File: src/rtl/keypad_emulator.sv
// Matrix keypad key model: turns a press request into a bounced contact closure
// on the selected row/column crossing, as seen by a column-scanning controller.
module keypad_emulator #(
  parameter int BOUNCE_CYCLES  = 8,
  parameter int BOUNCE_PERIOD  = 2,
  parameter int HOLD_CYCLES    = 1000,
  parameter int RELEASE_CYCLES = 200
) (
  input  logic       clk,
  input  logic       reset,
  input  logic [3:0] column,
  output logic [3:0] row,
  input  logic [3:0] key_code,
  input  logic       press_valid,
  output logic       press_ready,
  output logic       busy,
  output logic [7:0] press_count
);

  typedef enum logic [2:0] {
    IDLE,
    BOUNCE_IN,
    HOLD,
    BOUNCE_OUT,
    GAP
  } state_t;

  localparam bit        HAS_BOUNCE  = (BOUNCE_CYCLES > 0);
  localparam logic [15:0] BOUNCE_LAST = 16'(BOUNCE_CYCLES - 1);
  localparam logic [15:0] TICK_LAST   = 16'(BOUNCE_PERIOD - 1);
  localparam logic [15:0] HOLD_LAST   = 16'(HOLD_CYCLES - 1);
  localparam logic [15:0] GAP_LAST    = 16'(RELEASE_CYCLES - 1);

  state_t      r_state;
  logic [15:0] r_phaseCnt;
  logic [15:0] r_tickCnt;
  logic        r_contact;
  logic [3:0]  r_key;
  logic [7:0]  r_pressCount;

  state_t      w_stateNext;
  logic [15:0] w_phaseNext;
  logic [15:0] w_tickNext;
  logic        w_contactNext;
  logic [3:0]  w_keyNext;
  logic [7:0]  w_countNext;

  logic [1:0]  w_keyRow;
  logic [1:0]  w_keyCol;
  logic        w_colDriven;

  always_ff @(posedge clk or negedge reset) begin
    if (!reset) begin
      r_state      <= IDLE;
      r_phaseCnt   <= '0;
      r_tickCnt    <= '0;
      r_contact    <= 1'b0;
      r_key        <= '0;
      r_pressCount <= '0;
    end else begin
      r_state      <= w_stateNext;
      r_phaseCnt   <= w_phaseNext;
      r_tickCnt    <= w_tickNext;
      r_contact    <= w_contactNext;
      r_key        <= w_keyNext;
      r_pressCount <= w_countNext;
    end
  end

  // The tick counter paces contact toggles inside a bounce phase; the phase
  // counter measures the length of whichever phase is active.
  always_comb begin
    w_stateNext   = r_state;
    w_phaseNext   = r_phaseCnt + 16'd1;
    w_tickNext    = r_tickCnt + 16'd1;
    w_contactNext = r_contact;
    w_keyNext     = r_key;
    w_countNext   = r_pressCount;

    case (r_state)
      IDLE: begin
        w_phaseNext   = '0;
        w_tickNext    = '0;
        w_contactNext = 1'b0;
        if (press_valid) begin
          w_keyNext     = key_code;
          w_contactNext = 1'b1;
          w_stateNext   = HAS_BOUNCE ? BOUNCE_IN : HOLD;
        end
      end

      BOUNCE_IN: begin
        if (r_phaseCnt == BOUNCE_LAST) begin
          w_stateNext   = HOLD;
          w_phaseNext   = '0;
          w_tickNext    = '0;
          w_contactNext = 1'b1;
        end else if (r_tickCnt == TICK_LAST) begin
          w_tickNext    = '0;
          w_contactNext = ~r_contact;
        end
      end

      HOLD: begin
        if (r_phaseCnt == HOLD_LAST) begin
          w_stateNext   = HAS_BOUNCE ? BOUNCE_OUT : GAP;
          w_phaseNext   = '0;
          w_tickNext    = '0;
          w_contactNext = 1'b0;
        end
      end

      BOUNCE_OUT: begin
        if (r_phaseCnt == BOUNCE_LAST) begin
          w_stateNext   = GAP;
          w_phaseNext   = '0;
          w_tickNext    = '0;
          w_contactNext = 1'b0;
        end else if (r_tickCnt == TICK_LAST) begin
          w_tickNext    = '0;
          w_contactNext = ~r_contact;
        end
      end

      GAP: begin
        if (r_phaseCnt == GAP_LAST) begin
          w_stateNext   = IDLE;
          w_phaseNext   = '0;
          w_tickNext    = '0;
          w_contactNext = 1'b0;
          w_countNext   = r_pressCount + 8'd1;
        end
      end

      default: begin
        w_stateNext   = IDLE;
        w_phaseNext   = '0;
        w_tickNext    = '0;
        w_contactNext = 1'b0;
      end
    endcase
  end

  assign w_keyRow    = r_key[3:2];
  assign w_keyCol    = r_key[1:0];
  assign w_colDriven = ~column[w_keyCol];

  // A closed contact shorts the latched row to its column, so the row only
  // goes low while that particular column is being driven.
  always_comb begin
    row = 4'b1111;
    if (r_contact && w_colDriven) begin
      row[w_keyRow] = 1'b0;
    end
  end

  assign press_ready = (r_state == IDLE);
  assign busy        = (r_state != IDLE);
  assign press_count = r_pressCount;

endmodule

File: config.mk
export PLATFORM = sky130hd
export DESIGN_NAME = keypad_emulator
export DESIGN_NICKNAME = d
export VERILOG_FILES = /design/src/rtl/keypad_emulator.sv
export SDC_FILE = /design/constraint.sdc
export NUM_CORES = 1
export LEC_CHECK = 0
export BUFFER_PORTS_ARGS = -buffer_cell sky130_fd_sc_hd__clkbuf_2
export CAP_MARGIN = 30
export CORE_MARGIN = 3
export CORE_UTILIZATION = 47
export CTS_CLUSTER_DIAMETER = 40
export DETAILED_ROUTE_END_ITERATION = 8
export PLACE_DENSITY_LB_ADDON = 0.25
export RECOVER_POWER = 100
export SETUP_SLACK_MARGIN = 0.2
export SLEW_MARGIN = 20
export SYNTH_ARGS = -nofsm -noshare
export SYNTH_HDL_FRONTEND = slang
export SYNTH_SLANG_ARGS = --single-unit
File: constraint.sdc
create_clock -name clk -period 4.5 [get_ports clk]
set_clock_uncertainty 0.2 [all_clocks]
set_input_delay 0.9 -clock clk [delete_from_list [all_inputs] [get_ports clk]]
set_output_delay 0.9 -clock clk [all_outputs]
set_load 0.02 [all_outputs]
==> results.txt, run 1 <==
CTS Root Cell: clkbuf_8
largest net degree at the start of global routing: 49
main combinational cell family by area after synthesis: simple AND/OR/NAND/NOR gates
Synth Area in XOR/XNOR: 13.3%
Max transition margin: -61.6%
crit path time final: 3.27 ns
worst hold margin: 0.279 ns
slowest CP cell: a21oi_1
layout net count: 277
total CTS buffers: 5
vias in the first global route: 1620
most numerous cell in the Yosys netlist: dfrtp_1
Ports: 25
dpl hpwl: 2860 µm
cts-stage hold buffer count: 0
HP Class: flip-flop to flip-flop
number of flops mapped to enable cells by yosys: 0
commonest cells in the netlist: dfrtp_1 (48), nor2_1 (42), xnor2_1 (20)
Min-Delay Path Depth: 1
CP delay by family, top: simple AND/OR/NAND/NOR gates
Mapped Nets: 248
drt drc: 0
mux contribution to synthesized area: 3.23%
Synth top area share: 49.2%
outcome: finished, violations left
PortBufs: 24
Worst R2R End: r_tickCnt[12]
crit path capture type: flip-flop
post-route cell area: 2670 µm²
fin. max-slew vios: 49
layout cells sized above 1: 12.2%
worst skew pair latency: 0.30 ns
Yosys cell types: 41
vias: 1684
RR Startpoint: r_phaseCnt[0]
leading area contributor after synthesis: dfrtp_1
Area growth, synth to finish: 9.23%
Async S/R FF share, synth: 100%
Final Hold Fails: 0
Synth Area in Compound Gates: 2.36%
measured slew at the worst slew-check pin: 2.42 ns
num rows: 25
startpoint types: flip-flop
Synth Flop Type: dfrtp_1
CTS resizes: 0
WP buf/inv: 0
Clock Path Buffers: 2
Initial DRC Count: 73
Critical Path AT: 3.21 ns
Syn Std Cell Area: 2440 µm²
fillers: 469
gr ovfl total: 0
Routed Antenna Nets: 0
first-pass GRT wire length: 7360 µm
launch point of the worst hold path: press_count[7]
critical path's most frequent cell: nor2_1
drt first pass iters: 4
Seq/Total Area, Yosys: 49.2%
setup_tns: 0 ns
Clock Sinks: 48
Post-Synth Adder-Cell Area: 2.05%
clk slew on worst S/H paths: 0.09 ns
max cap viols: 1
CP required: 4.44 ns
Synth Area per Inst: 10.5 µm²
clock tree from TritonCTS: yes
Cell Area, Placed: 2630 µm²
Design Power: 1150 µW
Finish-stage setup viols: 0
Leak Pwr: 0.00115 µW
period utilization: 72.7%
critical path class: flip-flop to flip-flop
Peak Freq: 306 MHz
crit-path max FO: 16
CTS H-tree depth: 2
post-synthesis register bit count: 48
Synth Instances: 233
top post-synthesis cells by area: dfrtp_1 (49%), xnor2_1 (7.2%), nor2_1 (6.5%)
Vias/cell: 5.10
Die Area: 6090 µm²
die width: 78.1 µm
yosys warns: 0
initial antenna violation count: 0
Total GRT Usage: 15.0%
Post-Synth Simple-Gate Area: 28.5%
worst-path cell chain: ha_1 -> nand4bb_1 -> nor4_1 -> nor2_1 -> a21oi_1 -> nor2_1
post-CTS setup buffer count: 0
hold worst-path end: press_count[7]
r2r setup slk: 1.23 ns
RSZ-0062 raised after global routing: false
diode count: 0
Total Wirelength: 4060 µm
Worst Reg-to-Reg Cells: 6
CP peak stage delay: 0.93 ns
core area: 4880 µm²
Cell Pwr Density: 432 nW/µm²
maximum vdd drop: 0.284 mV
Die Ht: 78.1 µm
Final Wtd Congestion: 0.804
starting density of the core: 50.0%
failing checks: capacitance limit, slew limit
DR WL/cell: 12.3 µm
## power breakdown
group | internal [µW] | switching, µW | total [µW] | leakage, µW
Combinational | 117 | 172 | 289 | 0.000447
Sequential | 493 | 64.8 | 558 | 0.000646
Clock | 164 | 141 | 306 | 0.0000541
## flip-flops by register name, indices dropped and copies added (netlist names)
name and flops:
r_contact 1, r_phaseCnt 16, r_key 4, press_count 8
r_state 3, r_tickCnt 16
## stage by stage
step	std cells	util [%]	setup WS [ns]
after detailed placement	322	53.9	1.36
after floorplan	233	-	1.57
after CTS	330	56.2	1.36
after global routing	330	54.6	0.787
after global placement	322	53.9	1.40
final	330	54.6	1.23
## final cells by class
type / instances / area (µm²) / share of cell area (%)
Tap cell: 67 / 83.8 / 3.15
Multi-Input combinational cell: 178 / 1150 / 43.1
Timing Repair Buffer: 25 / 106 / 3.99
Clock inverter: 3 / 42.5 / 1.60
Clock buffer: 5 / 68.8 / 2.58
Sequential cell: 48 / 1200 / 45.1
Inverter: 4 / 15.0 / 0.563
## worst max-delay path by stage
stage | from | to | slack [ns] | depth (start not counted)
floorplan | column[3] | row[0] | 1.57 | 4
CTS | column[3] | row[0] | 1.36 | 6
detailed placement | column[3] | row[0] | 1.36 | 6
global route | r_phaseCnt[0] | r_tickCnt[5] | 0.79 | 6
global placement | column[3] | row[2] | 1.40 | 6
finish | r_phaseCnt[0] | r_tickCnt[12] | 1.23 | 6
## cell usage in the layout (no fill, tap or decap), drive strengths merged, types with 2 or more instances in the layout
| master | netlist | layout |
|---|---|---|
| clkbuf | 1 | 30 |
| or2 | 3 | 3 |
| nand2 | 18 | 18 |
| nor4 | 7 | 7 |
| o21ai | 2 | 2 |
| inv | 4 | 4 |
| and4 | 3 | 3 |
| nor3 | 4 | 4 |
| nand2b | 2 | 2 |
| ha | 4 | 4 |
| xnor2 | 20 | 20 |
| xor2 | 17 | 17 |
| mux2 | 5 | 5 |
| dfrtp | 48 | 48 |
| nand3 | 12 | 12 |
| nand4 | 11 | 11 |
| nor2 | 44 | 44 |
| or4 | 2 | 2 |
| or3 | 3 | 3 |
| and3 | 3 | 3 |
| a21oi | 3 | 3 |
| nor4b | 2 | 2 |
| nor2b | 4 | 4 |
## metal layers
layer	wire (µm)	GRT usage [%]	up-vias
li1	-	-	858
met3	130	3.56	6
met5	0	0	-
met1	1990	21.3	800
met2	1880	22.5	20
met4	51	5.24	0
## cell families after synthesis
group,Yosys count
AND/OR/NAND/NOR,124
flip-flops,48
XOR/XNOR,37
AO/OA/AOI/OAI,7
buffers and inverters,7
multiplexers,6
adder cells (fa/ha/maj),4
Note: power is estimated with default switching activity, not from simulation.
==> run 2, diff against run 1 <==
Clock period 4.5 ns to 3.3 ns, I/O delays scaled along.
==> results.txt, run 2 (synthesized netlist as in run 1, its figures left out) <==
outcome: finished clean
Total GRT Usage: 14.8%
crit path time final: 2.81 ns
clock tree from TritonCTS: yes
dpl hpwl: 2820 µm
commonest non-fill, non-tap cells in the layout: dfrtp_1 (48), nor2_1 (42), xnor2_1 (20)
RSZ-0062 raised after global routing: false
CTS resizes: 0
CTS Root Cell: clkbuf_8
period utilization: 85.1%
core area: 4880 µm²
Finish-stage setup viols: 0
die width: 78.1 µm
Peak Freq: 356 MHz
Total Wirelength: 4170 µm
Clock Path Buffers: 2
diode count: 0
Vias/cell: 5.10
largest net degree at the start of global routing: 49
RR Startpoint: r_phaseCnt[0]
Area growth, synth to finish: 9.28%
worst skew pair latency: 0.30 ns
Final Hold Fails: 0
Worst R2R End: r_tickCnt[6]
layout cells sized above 1: 13.7%
vias: 1679
Leak Pwr: 0.00114 µW
crit path capture type: flip-flop
cts-stage hold buffer count: 0
Die Area: 6090 µm²
total CTS buffers: 5
CTS H-tree depth: 2
slowest CP cell: nor4_1
Critical Path AT: 2.78 ns
num rows: 25
initial antenna violation count: 0
Initial DRC Count: 104
drt first pass iters: 4
Ports: 25
Worst Reg-to-Reg Cells: 6
post-CTS setup buffer count: 0
max cap viols: 0
vias in the first global route: 1591
Cell Pwr Density: 565 nW/µm²
layout net count: 277
fin. max-slew vios: 0
critical path class: flip-flop to flip-flop
most common cell after layout, fill and taps aside: dfrtp_1
Die Ht: 78.1 µm
starting density of the core: 50.0%
Final Wtd Congestion: 0.808
Finished Core Util: 54.6%
first-pass GRT wire length: 7270 µm
PortBufs: 24
CP required: 3.27 ns
non-filler cells, final: 329
measured slew at the worst slew-check pin: 1.16 ns
startpoint types: flip-flop
drt drc: 0
CP peak stage delay: 0.79 ns
DR WL/cell: 12.7 µm
clk slew on worst S/H paths: 0.08 ns
Cells after DPL: 322
setup_tns: 0 ns
gr ovfl total: 0
Routed Antenna Nets: 0
Clock Sinks: 48
r2r setup slk: 0.49 ns
Max transition margin: 22.8%
crit-path max FO: 16
HP Class: flip-flop to flip-flop
worst-path cell chain: ha_1 -> nand4bb_1 -> nor4_1 -> nor2_2 -> a21oi_4 -> nor2_1
Worst Setup EP: r_tickCnt[6]
CP startpoint: r_phaseCnt[0]
maximum vdd drop: 0.315 mV
run 2: cell count changes in the layout (fill, tap and decap cells not counted), sizes merged:
cell      previous run  this run
clkinvlp             1         0
clkbuf              30        31
bufinv               1         0
run 2: routing by layer:
metal  vias up  global-route usage (%)  share of wire, %
li1        855                       -                 -
met1       796                    19.7                51
met2        23                    23.5                44
met3         5                    4.36               3.8
met4         0                    4.20               1.3
met5         -                       0                 0
run 2: layout make-up:
| cell class | count | area, µm² |
|---|---|---|
| Clock inverter | 1 | 5.00 |
| Sequential cell | 48 | 1200 |
| Multi-Input combinational cell | 178 | 1180 |
| Tap cell | 67 | 83.8 |
| Fill cell | 473 | 2210 |
| Clock buffer | 6 | 72.6 |
| Timing Repair Buffer | 25 | 108 |
| Inverter | 4 | 15.0 |
run 2: worst min path at each step:
stage / cells past startpoint / slack (ns) / startpoint / endpoint
after floorplan: 0 / 0.16 / reset / press_count[0]
after global placement: 1 / 0.26 / press_count[7] / press_count[7]
after detailed placement: 1 / 0.26 / press_count[7] / press_count[7]
after CTS: 2 / 0.28 / reset / r_tickCnt[5]
after global routing: 1 / 0.29 / press_count[7] / press_count[7]
final: 1 / 0.28 / press_count[7] / press_count[7]
run 2: where the power goes:
| part | total [µW] | internal (µW) | switching (µW) |
|---|---|---|---|
| Clock | 327 | 144 | 182 |
| Sequential | 760 | 672 | 87.8 |
| Combinational | 419 | 173 | 247 |
| Total | 1510 | 989 | 517 |
run 2: per-stage QoR:
stage | hold WS (ns) | area, µm² | worst slack [ns] | power, µW
floorplan | 0.164 | 2440 | 0.845 | 1110
finish | 0.278 | 2670 | 0.492 | 1510
global placement | 0.263 | 2630 | 0.684 | 1200
global route | 0.288 | 2670 | 0.267 | 1620
CTS | 0.275 | 2710 | 0.627 | 1550
detailed placement | 0.265 | 2630 | 0.629 | 1210
run 2: critical path, delay by kind of cell (launching register included):
kind / cells / cell delay [ns]
flip-flops: 1 / 0.40
adder cells (fa/ha/maj): 1 / 0.28
AND/OR/NAND/NOR: 4 / 1.38
AO/OA/AOI/OAI: 1 / 0.41
